==> config.mk <==
export PLATFORM = sky130hd
export DESIGN_NAME = regfile_write_sched
export DESIGN_NICKNAME = d
export VERILOG_FILES = /design/src/rtl/regfile_write_sched.sv
export SDC_FILE = /design/constraint.sdc
export NUM_CORES = 1
export LEC_CHECK = 0
export ABC_AREA = 1
export CORE_AREA = 8 8 93 95
export CTS_BUF_LIST = sky130_fd_sc_hd__clkbuf_4 sky130_fd_sc_hd__clkbuf_8
export DETAILED_ROUTE_END_ITERATION = 7
export DIE_AREA = 0 0 101 103
export PLACE_DENSITY = 0.63
export SYNTH_ARGS = -nofsm -noshare
export SYNTH_HDL_FRONTEND = slang
export SYNTH_SLANG_ARGS = --single-unit
==> constraint.sdc <==
create_clock -name clk -period 2.4 [get_ports clk]
set_clock_uncertainty 0.1 [all_clocks]
set_input_delay 0.24 -clock clk [delete_from_list [all_inputs] [get_ports clk]]
set_output_delay 0.24 -clock clk [all_outputs]
set_load 0.01 [all_outputs]
==> src/rtl/regfile_write_sched.sv <==
// regfile_write_sched: single write port arbiter for the 16x16 register file.
// Write-back has priority; PC-save beats are forced through after STARVE_MAX yields.
module regfile_write_sched #(
  parameter logic [3:0]  LO_ADDR    = 4'd9,
  parameter logic [3:0]  HI_ADDR    = 4'd10,
  parameter int unsigned STARVE_MAX = 4
) (
  input  logic        clk,
  input  logic        rst,
  input  logic        wb_we,
  input  logic [3:0]  wb_addr,
  input  logic [15:0] wb_data,
  output logic        wb_stall,
  input  logic        ps_req,
  input  logic [31:0] ps_pc,
  output logic        ps_busy,
  output logic        ps_ack,
  output logic        rf_we,
  output logic [3:0]  rf_addr,
  output logic [15:0] rf_data
);

  typedef enum logic [1:0] {
    IDLE,
    LO,
    HI
  } state_t;

  localparam logic [3:0] SMAX = 4'(STARVE_MAX);

  state_t      state;
  state_t      state_n;
  logic [3:0]  cnt;
  logic [3:0]  cnt_n;
  logic [31:0] pc_buf;
  logic [31:0] pc_buf_n;
  logic        rf_we_n;
  logic [3:0]  rf_addr_n;
  logic [15:0] rf_data_n;
  logic        busy_n;
  logic        ack_n;
  logic        yield;

  // A pending beat yields only while the starvation budget lasts.
  assign yield = wb_we && (cnt < SMAX);

  // Next-state, grant selection and stall decision.
  always_comb begin
    state_n   = state;
    cnt_n     = cnt;
    pc_buf_n  = pc_buf;
    rf_we_n   = 1'b0;
    rf_addr_n = rf_addr;
    rf_data_n = rf_data;
    busy_n    = ps_busy;
    ack_n     = 1'b0;
    wb_stall  = 1'b0;
    unique case (state)
      IDLE: begin
        if (wb_we) begin
          rf_we_n   = 1'b1;
          rf_addr_n = wb_addr;
          rf_data_n = wb_data;
        end
        if (ps_req && !ps_ack) begin
          pc_buf_n = ps_pc;
          cnt_n    = 4'd0;
          busy_n   = 1'b1;
          state_n  = LO;
        end
      end
      LO, HI: begin
        if (yield) begin
          rf_we_n   = 1'b1;
          rf_addr_n = wb_addr;
          rf_data_n = wb_data;
          cnt_n     = cnt + 4'd1;
        end else begin
          rf_we_n  = 1'b1;
          cnt_n    = 4'd0;
          wb_stall = wb_we;
          if (state == LO) begin
            rf_addr_n = LO_ADDR;
            rf_data_n = pc_buf[15:0];
            state_n   = HI;
          end else begin
            rf_addr_n = HI_ADDR;
            rf_data_n = pc_buf[31:16];
            state_n   = IDLE;
            busy_n    = 1'b0;
            ack_n     = 1'b1;
          end
        end
      end
      default: state_n = IDLE;
    endcase
    if (rst) wb_stall = 1'b0;
  end

  // State and registered write-port outputs.
  always_ff @(posedge clk) begin
    if (rst) begin
      state   <= IDLE;
      cnt     <= 4'd0;
      pc_buf  <= 32'd0;
      rf_we   <= 1'b0;
      rf_addr <= 4'd0;
      rf_data <= 16'd0;
      ps_busy <= 1'b0;
      ps_ack  <= 1'b0;
    end else begin
      state   <= state_n;
      cnt     <= cnt_n;
      pc_buf  <= pc_buf_n;
      rf_we   <= rf_we_n;
      rf_addr <= rf_addr_n;
      rf_data <= rf_data_n;
      ps_busy <= busy_n;
      ps_ack  <= ack_n;
    end
  end

endmodule
==> flow_summary.toml, run 1 <==
[logic_synthesis]
synthArstFlopShare_pct = 0
synth_seq_cells = 61
synth_fp_nets = 427
synthCells = 366
yosys.area.top_type = "dfxtp_1"
avgSynthCellArea_um2 = 7.53
yosysSeqAreaShare_pct = 44.3
synth_top_area_share_pct = 44.3
yosys_warnings = 0
yosys-top-cells-area = "dfxtp_1 44%, o21ai_0 12%, a21oi_1 10%"
ys_types = 27
synth_ff_type = "dfxtp_1"
synth_area_um2 = 2760
synth_edf_count = 0

[final_layout]
num-fill-cells = 750
postLayoutCoreUtil_pct = 52.9
multi_input_area_um2 = 1120
drive_gt1_share_pct = 7.67
seqCellArea_um2 = 1220
antenna_cells = 0
final_area_um2 = 3770
final_cells = 542
final_nets = 499
syn2layout_area_growth_pct = 36.9

[global_route]
grtUsageTotal_pct = 14.0
grt_pass1_vias = 2530
grt_max_degree = 43
grt_pass1_wl_mm = 11.6
overflow = 0
antenna_found_initial = 0

[die]
die-area_um2 = 10400
core_area_um2 = 7140
fp.dieH_um = 103
row_count = 31
ioPinCount = 80
initial_core_util_pct = 38.6
die_x_um = 101

[route]
postRouteAntennaNets = 0
viasPerCell = 4.69
routedWlPerCell_um = 13.1
routed_wl_mm = 7.11
dr.pass1.iters = 4
dr_total_vias = 2544
drc = 0
drt-initial-drc-count = 58

[setup_path]
cp-start-kind = "register"
crit_type = "register to primary output"
cp.arrival_ns = 1.77
cp_data_required_time_ns = 2.06
end_kind = "primary output"
critPathMaxFanout = 4

[job]
max_cap_viol_count = 0

[place]
portBuffers = 79
routabilityCongestion = 0.826
placed_cells = 526
dpl_cell_area_um2 = 3550
dpl.hpwl_mm = 4.92

[sta]
period_share_pct = 87.8
clock.fmax_mhz = 475
worstMarginPinSlew_ns = 0.392
drv_slew = 0
final.min_clock_period_ns = 2.11
rsz0062_at_grt = "false"
relSlewSlack_pct = 73.8
final_hold_viol_count = 0
fin_tns_setup_ns = 0
final-setup-viol-count = 0

[clocking]
cts_buffer_depth = 2
cts_hold_buf = 0
path_clk_slew_ns = 0.06
tritoncts = "built"
cts_post_setup_buffers_inserted = 0
htreeDepth = 3
cts.sinks = 61
insertion_delay_ns = 0.33
cts_buffers = 9
root_buffer = "clkbuf_8"

[pwr]
peakVddDrop_mv = 0.834
p_per_area_nw_per_um2 = 1230
leakage_nw = 1.58

[hold_path]
min_path_type = "register to register"

[outcome]
status = "completed"
## Yosys cell counts (2+ instances only)
library cell	instances
nor4_1	2
inv_1	60
nor2_1	9
nand3_2	2
buf_6	4
nand2_1	46
buf_4	4
nand2_2	2
o21ai_1	16
a21oi_1	55
nand2_4	3
nand3_1	4
dfxtp_1	61
buf_12	2
o21ai_0	67
ha_1	5
buf_2	14
## cell type report
cell class                 instances  share of cell area (%)
clock inverter                     4                    1.86
inverter                          61                    6.07
tap                               99                    3.28
multi-input combinational        219                    29.6
timing repair buffer              86                    22.6
clock buffer                      12                    4.21
sequential                        61                    32.3
## final timing paths
check,from,to,slack [ns],cells past startpoint
hold / removal,pc_buf[15],pc_buf[15],0.34,2
setup reg to reg,state[0],cnt[0],0.51,8
hold reg to reg,pc_buf[15],pc_buf[15],0.34,2
setup / recovery,state[0],wb_stall,0.29,5
## cell families after synthesis
kind of cell | share of synthesized area, %
buf+inv | 15.2
simple gates | 12.1
flops | 44.3
fa+ha+maj | 2.27
compound gates | 26.2
## per-layer routing
layer  global-route usage (%)  vias up  wire [um]
met5                        0        -          0
met4                     5.96        0         87
met3                     4.19        8        474
met2                     22.4       59       3160
met1                     17.1     1151       3380
li1                         -     1326          -
## placed cells by master, fill, tap and decap left out
| cell type | instances |
|---|---|
| nand3b_1 | 1 |
| dfxtp_1 | 61 |
| nand2_1 | 46 |
| o21ai_1 | 16 |
| bufinv_16 | 2 |
| nor4_1 | 2 |
| nor2_1 | 9 |
| o21ai_2 | 1 |
| o21ai_0 | 67 |
| inv_1 | 60 |
| clkbuf_8 | 11 |
| a31oi_1 | 1 |
| nand3_1 | 4 |
| buf_12 | 1 |
| a21oi_1 | 55 |
| nor3b_1 | 1 |
| o21a_1 | 1 |
| clkdlybuf4s50_1 | 78 |
| inv_2 | 1 |
| nand2_4 | 3 |
| a21oi_2 | 1 |
| nand4_1 | 1 |
| clkinv_2 | 2 |
| buf_4 | 6 |
| nor2_2 | 1 |
| nand3_2 | 2 |
| nand2_2 | 2 |
| dlygate4sd2_1 | 1 |
| clkbuf_4 | 1 |
| ha_1 | 5 |
## registers in the layout, summed over array words and instances, names as in the netlist
signal	flops
state	2
rf_we	1
ps_busy	1
ps_ack	1
cnt	4
rf_data	16
pc_buf	32
rf_addr	4
## worst max-delay path, cell delays in order, from the launching register on
cell and delay, ns:
dfxtp_1 0.39, inv_1 0.08, ha_1 0.30, inv_1 0.08, nor4_1 0.28, dlygate4sd2_1 0.31
## report_power, final
part	switching, mW	total, mW	internal, mW	leakage, nW
Combinational	1.21	2.05	0.837	0.956
Clock	0.393	1.04	0.650	0.120
Sequential	0.164	1.55	1.39	0.504
Total	1.77	4.64	2.87	1.58
## through the flow
step,setup WS (ns),hold slack (ns),power [mW]
finish,0.294,0.344,4.64
global route,0.104,0.362,5.01
CTS,0.294,0.345,4.69
detailed placement,0.379,0.336,3.63
global placement,0.427,0.330,3.57
floorplan,0.714,0.278,3.06
## what timing repair did
action                                 4_1_cts  5_1_grt
setup endpoints to repair                    1        0
gates resized for setup                      1        0
endpoints found under the hold margin        0        0
No activity file was read; power rests on OpenSTA's default activity.
==> run 2: changes to the inputs <==
CTS_CLUSTER_DIAMETER = 40   (was default)
==> results of run 2 <==
No change in the layout: final DEF, timing and power equal those of run 1.
